File: config.mk
export PLATFORM = sky130hd
export DESIGN_NAME = mem_copy_engine
export DESIGN_NICKNAME = d
export VERILOG_FILES = /design/src/rtl/mem_copy_engine.sv
export SDC_FILE = /design/constraint.sdc
export NUM_CORES = 1
export LEC_CHECK = 0
export CORE_MARGIN = 4
export CORE_UTILIZATION = 52
export DETAILED_ROUTE_END_ITERATION = 10
export PLACE_DENSITY = 0.8
export SLEW_MARGIN = 20
export SYNTH_ARGS = -nofsm -noshare
export SYNTH_HDL_FRONTEND = slang
export SYNTH_SLANG_ARGS = --single-unit
File: constraint.sdc
create_clock -name clk -period 3.9 [get_ports clk]
set_clock_uncertainty 0.2 [all_clocks]
set_input_delay 0.585 -clock clk [delete_from_list [all_inputs] [get_ports clk]]
set_output_delay 0.585 -clock clk [all_outputs]
set_load 0.01 [all_outputs]
File: src/rtl/mem_copy_engine.sv
// rtl/mem_copy_engine.sv - word-by-word memory copy engine (read/write alternating)
//
// Purpose: copies `length` words from src_addr upward to dst_addr upward over a
// single-port word-addressed memory, one word per two cycles (READ then WRITE).
//
// Ports:
//   clk, rst           clock; asynchronous active-low reset
//   start              copy request, accepted only in IDLE
//   src_addr, dst_addr first source / destination word addresses
//   length             number of words to copy (0 gives an immediate done)
//   abort              ends the transfer in READ/WRITE; current strobe still completes
//   addr, write_data   memory address / write data (0 when idle)
//   mem_read           read strobe; read_data is returned in the same cycle
//   mem_write          write strobe; memory writes at the end of the cycle
//   read_data          memory read data
//   busy               high in READ and WRITE
//   done               one-cycle completion pulse
//   aborted            last transfer ended by abort; cleared on the next accepted start
//   words_done         words written in the current or most recent transfer

module mem_copy_engine #(
    parameter int DATA_W = 32,
    parameter int LEN_W  = 16
) (
    input  logic              clk,
    input  logic              rst,
    input  logic              start,
    input  logic [DATA_W-1:0] src_addr,
    input  logic [DATA_W-1:0] dst_addr,
    input  logic [LEN_W-1:0]  length,
    input  logic              abort,
    output logic [DATA_W-1:0] addr,
    output logic [DATA_W-1:0] write_data,
    output logic              mem_read,
    output logic              mem_write,
    input  logic [DATA_W-1:0] read_data,
    output logic              busy,
    output logic              done,
    output logic              aborted,
    output logic [LEN_W-1:0]  words_done
);

    typedef enum logic [1:0] {
        S_IDLE  = 2'd0,
        S_READ  = 2'd1,
        S_WRITE = 2'd2,
        S_DONE  = 2'd3
    } state_t;

    localparam logic [DATA_W-1:0] ONE_D = DATA_W'(1);
    localparam logic [LEN_W-1:0]  ONE_L = LEN_W'(1);

    state_t              state_q, state_d;
    logic [DATA_W-1:0]   src_ptr_q, src_ptr_d;
    logic [DATA_W-1:0]   dst_ptr_q, dst_ptr_d;
    logic [LEN_W-1:0]    remaining_q, remaining_d;
    logic [DATA_W-1:0]   buf_q, buf_d;
    logic [LEN_W-1:0]    words_done_q, words_done_d;
    logic                aborted_q, aborted_d;

    // Bus outputs are registered: they are computed from the next state so
    // that in each state they show the values that state calls for.
    logic [DATA_W-1:0]   addr_q, addr_d;
    logic [DATA_W-1:0]   write_data_q, write_data_d;
    logic                mem_read_q, mem_read_d;
    logic                mem_write_q, mem_write_d;
    logic                busy_q, busy_d;
    logic                done_q, done_d;

    always_comb begin
        state_d      = state_q;
        src_ptr_d    = src_ptr_q;
        dst_ptr_d    = dst_ptr_q;
        remaining_d  = remaining_q;
        buf_d        = buf_q;
        words_done_d = words_done_q;
        aborted_d    = aborted_q;

        case (state_q)
            S_IDLE: begin
                // start has priority over abort here; abort is meaningless in IDLE
                if (start) begin
                    src_ptr_d    = src_addr;
                    dst_ptr_d    = dst_addr;
                    remaining_d  = length;
                    words_done_d = '0;
                    aborted_d    = 1'b0;
                    state_d      = (length == '0) ? S_DONE : S_READ;
                end
            end
            S_READ: begin
                buf_d     = read_data;
                src_ptr_d = src_ptr_q + ONE_D;
                if (abort) begin
                    aborted_d = 1'b1;
                    state_d   = S_DONE;
                end else begin
                    state_d   = S_WRITE;
                end
            end
            S_WRITE: begin
                // The write strobe of this cycle is not gated by abort, so the
                // word lands and is counted either way.
                dst_ptr_d    = dst_ptr_q + ONE_D;
                words_done_d = words_done_q + ONE_L;
                remaining_d  = remaining_q - ONE_L;
                if (abort) begin
                    aborted_d = 1'b1;
                    state_d   = S_DONE;
                end else if (remaining_q == ONE_L) begin
                    state_d   = S_DONE;
                end else begin
                    state_d   = S_READ;
                end
            end
            S_DONE: begin
                state_d = S_IDLE;
            end
            default: begin
                state_d = S_IDLE;
            end
        endcase

        mem_read_d   = (state_d == S_READ);
        mem_write_d  = (state_d == S_WRITE);
        busy_d       = (state_d == S_READ) || (state_d == S_WRITE);
        done_d       = (state_d == S_DONE);
        addr_d       = '0;
        write_data_d = '0;
        if (state_d == S_READ) begin
            addr_d = src_ptr_d;
        end else if (state_d == S_WRITE) begin
            addr_d       = dst_ptr_d;
            write_data_d = buf_d;
        end
    end

    always_ff @(posedge clk or negedge rst) begin
        if (!rst) begin
            state_q      <= S_IDLE;
            src_ptr_q    <= '0;
            dst_ptr_q    <= '0;
            remaining_q  <= '0;
            buf_q        <= '0;
            words_done_q <= '0;
            aborted_q    <= 1'b0;
            addr_q       <= '0;
            write_data_q <= '0;
            mem_read_q   <= 1'b0;
            mem_write_q  <= 1'b0;
            busy_q       <= 1'b0;
            done_q       <= 1'b0;
        end else begin
            state_q      <= state_d;
            src_ptr_q    <= src_ptr_d;
            dst_ptr_q    <= dst_ptr_d;
            remaining_q  <= remaining_d;
            buf_q        <= buf_d;
            words_done_q <= words_done_d;
            aborted_q    <= aborted_d;
            addr_q       <= addr_d;
            write_data_q <= write_data_d;
            mem_read_q   <= mem_read_d;
            mem_write_q  <= mem_write_d;
            busy_q       <= busy_d;
            done_q       <= done_d;
        end
    end

    assign addr       = addr_q;
    assign write_data = write_data_q;
    assign mem_read   = mem_read_q;
    assign mem_write  = mem_write_q;
    assign busy       = busy_q;
    assign done       = done_q;
    assign aborted    = aborted_q;
    assign words_done = words_done_q;

endmodule

==> reports/results.tsv, run 1 <==
stage	metric	value	unit
power_and_ir_drop	p_leak	5.41	nW
layout	diodes	0	
setup_path	required	4.05	ns
clocking	cts_buffers	17	
sta	rsz0062_at_grt	false	
setup_path	path_buf_inv	1	
die	start_util	0.537	
sta	slew_headroom	0.262	
die	fp.dieW	148	um
routing	met1_length	12500	um
synthesis	syn-instance-count	993	
placement	gp_congestion	0.917	
global_routing	grt_start_max_net_pins	76	
setup_path	crit_arrival	3.75	ns
synthesis	netlist_area	10200	sq um
sta	post-route-min-period	3.60	ns
routing	drc	0	
setup_path	reg2reg_from	remaining_q[8]	
routing	via_per_inst	6.13	
routing	antenna_left	0	
synthesis	ys_ff_latch	199	
hold_path	hp-class	flip-flop to flip-flop	
sta	whs	0.293	ns
setup_path	startpoint_type	flip-flop	
placement	portBuffers	200	
routing	first_pass_iters	5	
sta	hold_violations	0	
power_and_ir_drop	ir_worst_vdd	533	uV
placement	placed_cell_area	12400	sq um
setup_path	r2r_slack	0.30	ns
synthesis	ys.flop_type	dfrtp_1	
global_routing	grt_pass1_wl	45800	um
sta	fmaxAchievable	278	MHz
die	core	19000	sq um
die	rows	50	
layout	fillers	1453	
layout	nNetsFinal	1292	
routing	wl_met3	1920	um
setup_path	crit_family	simple AND/OR/NAND/NOR gates	
placement	dp_hpwl	20500	um
sta	setup_violations	0	
sta	tightest_slew	1.11	ns
job	maxCapViolations	0	
synthesis	avgSynthCellArea	10.2	sq um
die	dieArea	21900	sq um
routing	wl_per_cell	20.1	um
clocking	clock_sinks	199	
routing	wl_met2	13800	um
setup_path	end_kind	flip-flop	
routing	top_layer_used	met4	
global_routing	grt_overflow	0	
setup_path	cp_slowest_cell	or4_4	
synthesis	synth_nets	1121	
layout	drive_gt1_frac	0.105	
clocking	cts_tree	yes	
outcome	status	completed	
global_routing	grt_pass1_vias	8286	
clocking	cts.path.max_buffers	2	
setup_path	rr_endpoint	addr[31]	
die	ios	201	
clocking	cts.clk_slew.worst_paths	0.08	ns
clocking	root_buffer	clkbuf_16	
setup_path	worstSetupPathType	flip-flop to flip-flop	
routing	via_count	8804	
setup_path	path_common_cell	or4_4	
layout	area_delta_synth_final	28.1	%
synthesis	ys_warn_count	0	
hold_path	hold_depth	1	
clocking	htreeDepth	4	
hold_path	holdPathEnd	buf_q[28]	
clocking	post_cts_buffers	0	
synthesis	ys_seq_area_frac	0.489	
setup_path	slowest_delay	0.56	ns
routing	drt_iter0_markers	902	
synthesis	synth_edf_count	0	
routing	routed_wl	28900	um
sta	finalCritPeriodShare	0.923	
synthesis	synthArstFlopShare	1.00	
setup_path	r2r_cells	9	
clocking	clock_latency	0.43	ns
setup_path	critPathMaxFanout	15	
global_routing	antenna_found_initial	0	
sta	slew_viol_final	0	
sta	setup-tns-final	0	ns
die	fp.dieH	148	um
power_and_ir_drop	powerDensity	814	nW/um^2
setup_path	crit_chain	or4_4, or4_4, or4_4, a32o_1, ha_1, inv_1, nand2_2, o22a_1, o221ai_1	
hold_path	hold_path_startpoint	buf_q[28]	
synthesis	ys_types	63	
global_routing	grt_usage	0.262	
layout	fin_area	13000	sq um
[registers in the layout, indices dropped and copies added (netlist names)]
signal       cells
words_done      16
state_q          2
src_ptr_q       32
remaining_q     16
write_data      32
aborted          1
buf_q           32
mem_write        1
mem_read         1
addr            32
dst_ptr_q       32
done             1
busy             1
[routing by layer]
metal / GRT usage / vias up
li1: - / 4062
met1: 0.379 / 4331
met2: 0.415 / 360
met3: 0.0411 / 51
met4: 0.0707 / 0
met5: 0 / -
[synth_stat cells, types with 3 or more instances]
library cell / instances / share of area
mux2i_1: 39 / 0.038
nor4b_1: 3 / 0.0026
nor2_1: 55 / 0.020
a31oi_1: 7 / 0.0043
nand3_1: 33 / 0.016
xor2_1: 12 / 0.010
o21ai_0: 48 / 0.024
nor4_1: 27 / 0.017
nand2_1: 83 / 0.031
or4_4: 4 / 0.0044
or4_1: 10 / 0.0074
o22a_1: 13 / 0.011
nand3b_1: 3 / 0.0022
a22o_1: 19 / 0.016
clkbuf_1: 51 / 0.019
xnor2_1: 32 / 0.028
inv_1: 23 / 0.0085
and4_1: 5 / 0.0043
or3_1: 10 / 0.0061
a21o_1: 3 / 0.0022
o221ai_1: 15 / 0.013
buf_2: 9 / 0.0044
buf_1: 11 / 0.0041
ha_1: 12 / 0.015
nand4b_1: 5 / 0.0043
o21bai_1: 5 / 0.0037
nor3_1: 12 / 0.0059
a21oi_1: 38 / 0.019
and2_1: 4 / 0.0025
and3_1: 41 / 0.025
a31o_2: 3 / 0.0026
a22oi_1: 19 / 0.014
nand3_2: 3 / 0.0030
o31a_1: 3 / 0.0026
o311ai_0: 5 / 0.0043
o22ai_1: 12 / 0.0074
nand4_1: 19 / 0.012
mux2_2: 44 / 0.049
a222oi_1: 6 / 0.0059
dfrtp_1: 199 / 0.49
o2bb2ai_1: 4 / 0.0034
o211ai_1: 11 / 0.0081
o311ai_1: 4 / 0.0034
[cell type report]
| cell class | count | area [sq um] | share of cell area |
|---|---|---|---|
| clock buffers | 17 | 425 | 0.0326 |
| flip-flops and latches | 199 | 4980 | 0.382 |
| repair buffers | 224 | 2210 | 0.169 |
| clock inverters | 15 | 176 | 0.0135 |
| well taps | 260 | 325 | 0.0250 |
| inverters | 23 | 86.3 | 0.00663 |
| multi-input cells | 699 | 4830 | 0.371 |
[worst max path at each step]
| stage | startpoint | endpoint | depth (start not counted) |
|---|---|---|---|
| CTS | remaining_q[8] | addr[31] | 9 |
| floorplan | remaining_q[8] | addr[28] | 9 |
| global placement | remaining_q[8] | addr[31] | 9 |
| global route | remaining_q[6] | addr[28] | 9 |
| detailed placement | remaining_q[8] | addr[31] | 9 |
| finish | remaining_q[8] | addr[31] | 9 |
[power by group]
part / leakage (nW) / switching, W / internal (W)
combinational: 2.61 / 0.00283 / 0.00225
sequential: 2.51 / 0.000758 / 0.00297
clock: 0.293 / 0.000876 / 0.000924
[through the flow]
stage | utilization | instances | worst slack, ns | total power [W]
after floorplan | - | 993 | 0.555 | 0.00678
after global placement | 0.655 | 1404 | 0.228 | 0.00859
after detailed placement | 0.655 | 1404 | 0.156 | 0.00873
after CTS | 0.687 | 1437 | 0.138 | 0.0106
after global routing | 0.687 | 1437 | 0.153 | 0.0113
final | 0.687 | 1437 | 0.301 | 0.0106
[layout by cell type (no fill, tap or decap), drive strengths merged, types with 4 or more instances in the layout]
cell type	count
or3	10
o2bb2ai	4
o21bai	5
clkdlybuf4s50	198
o211ai	11
a222oi	6
xnor2	32
and3	41
o311ai	11
nor3	12
buf	24
a21oi	38
xor2	12
nand4b	5
ha	12
nor4	27
a22oi	19
or4	14
mux2	44
o21ai	48
nor2	55
and4	5
dfrtp	199
inv	33
nand3	36
a22o	19
and2	4
o22a	13
clkbuf	18
nand2	83
mux2i	39
o22ai	12
nand4	20
o221ai	15
a31oi	7
[kinds of logic (layout without fill, tap and decap cells)]
group           count (synthesis)  after routing  synth area share
buf+inv                        95            279            0.0369
compound gates                232            232             0.161
simple gates                  328            328             0.172
mux                            83             83            0.0871
flops                         199            199             0.489
fa+ha+maj                      12             12            0.0148
xor+xnor                       44             44            0.0379
[what timing repair did]
| action | 4_1_cts | 5_1_grt |
|---|---|---|
| gates resized for setup | 0 | 1 |
| setup endpoints to repair | 0 | 8 |
| hold endpoints to repair | 36 | 0 |
| hold buffers | 1 | 0 |
Note: power is estimated with default switching activity, not from simulation.
==> run 2, diff against run 1 <==
--- a/config.mk
+++ b/config.mk
@@ -5,8 +5,8 @@
 export SDC_FILE = /design/constraint.sdc
 export NUM_CORES = 1
 export LEC_CHECK = 0
-export CORE_MARGIN = 4
 export CORE_UTILIZATION = 52
+export CTS_CLUSTER_SIZE = 10
 export DETAILED_ROUTE_END_ITERATION = 10
 export PLACE_DENSITY = 0.8
 export SLEW_MARGIN = 20
==> run 2 against run 1 <==
Cell count up 0.14%. Sequential power about the same. Worst setup slack worse by 0.085 ns. Critical endpoint unchanged. Highest routed layer unchanged.
==> reports/results.tsv, run 2 (synthesis results as in run 1) <==
stage	metric	value	unit	change
layout	final_cell_mix	199 x dfrtp_1, 198 x clkdlybuf4s50_1, 82 x nand2_1		unchanged
sta	slew_headroom	0.265		was 0.262
routing	drc	0		unchanged
setup_path	required	4.00	ns	was 4.05 ns
placement	dp_hpwl	20400	um	was 20500 um
sta	hold_violations	0		unchanged
power_and_ir_drop	seq_power_share	0.347		was 0.352
clocking	clock_latency	0.44	ns	was 0.43 ns
setup_path	crit_chain	or4_4, or4_4, or4_4, a32o_1, ha_1, inv_1, buf_4, o22a_1, o221ai_1		was or4_4, or4_4, or4_4, a32o_1, ha_1, inv_1, nand2_2, o22a_1, o221ai_1
power_and_ir_drop	p_switching	0.00445	W	was 0.00446 W
global_routing	grt_usage	0.297		was 0.262
global_routing	grt_pass1_wl	45800	um	about the same
outcome	status	completed		unchanged
setup_path	startpoint_type	flip-flop		unchanged
routing	drt_iter0_markers	938		was 902
routing	first_pass_iters	7		was 5
clocking	root_buffer	clkbuf_16		unchanged
hold_path	hold_depth	1		unchanged
setup_path	r2r_slack	0.22	ns	was 0.30 ns
clocking	cts_tree	yes		unchanged
setup_path	end_kind	flip-flop		unchanged
placement	gp_congestion	0.899		was 0.917
setup_path	cp_slowest_cell	or4_4		unchanged
sta	fmaxAchievable	271	MHz	was 278 MHz
die	fp.dieH	142	um	was 148 um
setup_path	crit_arrival	3.78	ns	was 3.75 ns
power_and_ir_drop	p_sw_frac	0.413		was 0.421
setup_path	critPathMaxFanout	32		was 15
clocking	cts.clk_slew.worst_paths	0.07	ns	was 0.08 ns
routing	antenna_left	0		unchanged
die	fp.dieW	142	um	was 148 um
setup_path	path_buf_inv	2		was 1
global_routing	grt_overflow	0		unchanged
power_and_ir_drop	pwr-share-clk	0.180		was 0.170
setup_path	slowest_delay	0.56	ns	about the same
die	dieArea	20100	sq um	was 21900 sq um
hold_path	holdPathEnd	buf_q[28]		unchanged
power_and_ir_drop	ir_worst_vdd	499	uV	was 533 uV
layout	drive_gt1_frac	0.106		was 0.105
layout	fin_util	0.689		was 0.687
sta	post-route-min-period	3.68	ns	was 3.60 ns
routing	routed_wl	29100	um	was 28900 um
clocking	htreeDepth	4		unchanged
setup_path	crit_cells	9		unchanged
clocking	clock_sinks	199		unchanged
global_routing	grt_start_max_net_pins	66		was 76
clocking	cts.path.max_buffers	2		unchanged
setup_path	crit_family	simple AND/OR/NAND/NOR gates		unchanged
setup_path	worstSetupPathType	flip-flop to flip-flop		unchanged
die	core	19000	sq um	unchanged
sta	whs	0.293	ns	about the same
die	ios	201		unchanged
clocking	cts_buffers	17		unchanged
sta	rsz0062_at_grt	false		unchanged
sta	tightest_slew	1.10	ns	was 1.11 ns
die	rows	50		unchanged
placement	portBuffers	200		unchanged
power_and_ir_drop	powerDensity	824	nW/um^2	was 814 nW/um^2
power_and_ir_drop	p_leak	5.43	nW	was 5.41 nW
setup_path	path_common_cell	or4_4		unchanged
hold_path	hp-class	flip-flop to flip-flop		unchanged
die	start_util	0.537		unchanged
setup_path	r2r_cells	9		unchanged
hold_path	hold_path_startpoint	buf_q[28]		unchanged
layout	diodes	0		unchanged
sta	finalCritPeriodShare	0.945		was 0.923
sta	slew_viol_final	0		unchanged
setup_path	reg2reg_from	remaining_q[8]		unchanged
power_and_ir_drop	combinationalPowerShare	0.473		was 0.479
sta	setup-tns-final	0	ns	unchanged
power_and_ir_drop	p_int	0.00633	W	was 0.00615 W
job	maxCapViolations	0		unchanged
layout	area_delta_synth_final	28.5	%	was 28.1%
setup_path	rr_endpoint	addr[31]		unchanged
layout	final_common_cell	dfrtp_1		unchanged
global_routing	antenna_found_initial	0		unchanged
sta	setup_violations	0		unchanged
global_routing	grt_pass1_vias	8398		was 8286
routing	via_per_inst	6.16		was 6.13
routing	wl_per_cell	20.2	um	was 20.1 um
routing	via_count	8858		was 8804
layout	nNetsFinal	1294		was 1292
==> run 2: worst reg2reg max path: stages, from the launching register on <==
cell      delay [ns]
dfrtp_1         0.42
or4_4           0.56
or4_4           0.46
or4_4           0.50
a32o_1          0.26
ha_1            0.24
inv_1           0.25
buf_4           0.36
o22a_1          0.18
o221ai_1        0.11
==> run 2: worst max-delay path by stage <==
stage	from	endpoint	slack [ns]
finish	remaining_q[8]	addr[31]	0.22
global route	remaining_q[6]	addr[31]	0.07
CTS	remaining_q[8]	addr[31]	0.14
detailed placement	remaining_q[8]	addr[31]	0.15
global placement	remaining_q[8]	addr[31]	0.26
floorplan	remaining_q[8]	addr[28]	0.55
==> run 2: cell type report <==
type,instances,area [sq um]
Timing Repair Buffer,226,2200
Clock buffer,18,439
Fill cell,1460,5890
Clock inverter,14,210
Sequential cell,199,4980
Inverter,23,86.3
Multi-Input combinational cell,699,4830
Tap cell,260,325
==> run 2: layer usage <==
layer / vias up / part of all wire / GRT usage / wire (um)
met3: 50 / 0.083 / 0.0675 / 2420
met4: 0 / 0.025 / 0.0990 / 741
li1: 4061 / - / - / -
met2: 423 / 0.48 / 0.471 / 14000
met1: 4324 / 0.41 / 0.404 / 11900
met5: - / 0 / 0 / 0
==> run 2: stage by stage <==
step	setup slack (ns)	power [W]	std cells	cell area, sq um
final	0.216	0.0108	1439	13100
after floorplan	0.555	0.00678	993	10200
after detailed placement	0.155	0.00875	1406	12400
after CTS	0.142	0.0107	1439	13100
after global routing	0.0690	0.0114	1439	13100
after global placement	0.256	0.00858	1406	12400
==> run 2: power by group through the flow <==
| stage | clock network, W | registers [W] | logic, W |
|---|---|---|---|
| floorplan | 0 | 0.00363 | 0.00316 |
| global placement | 0 | 0.00370 | 0.00488 |
| detailed placement | 0 | 0.00374 | 0.00501 |
| CTS | 0.00196 | 0.00371 | 0.00505 |
| global route | 0.00205 | 0.00385 | 0.00550 |
| finish | 0.00194 | 0.00374 | 0.00510 |
==> run 2: timing repair <==
item	in CTS	in global routing
resized for setup	0	1
setup buffers	0	0
endpoints found under the hold margin	61	0
hold buffers	1	0
setup endpoints to repair	0	3
==> run 3, diff against run 2 <==
==> constraint.sdc (replaced) <==
create_clock -name clk -period 3.9 [get_ports clk]
set_clock_uncertainty 0.2 [all_clocks]
set_input_delay 0.585 -clock clk [delete_from_list [all_inputs] [get_ports clk]]
set_output_delay 0.585 -clock clk [all_outputs]
set_load 0.05 [all_outputs]
==> results of run 3 <==
Same layout as run 2 (identical final DEF). Status: completed.
Among the figures that moved: total power 0.0108 W -> 0.0117 W; worst IR drop on VDD 499 uV -> 512 uV
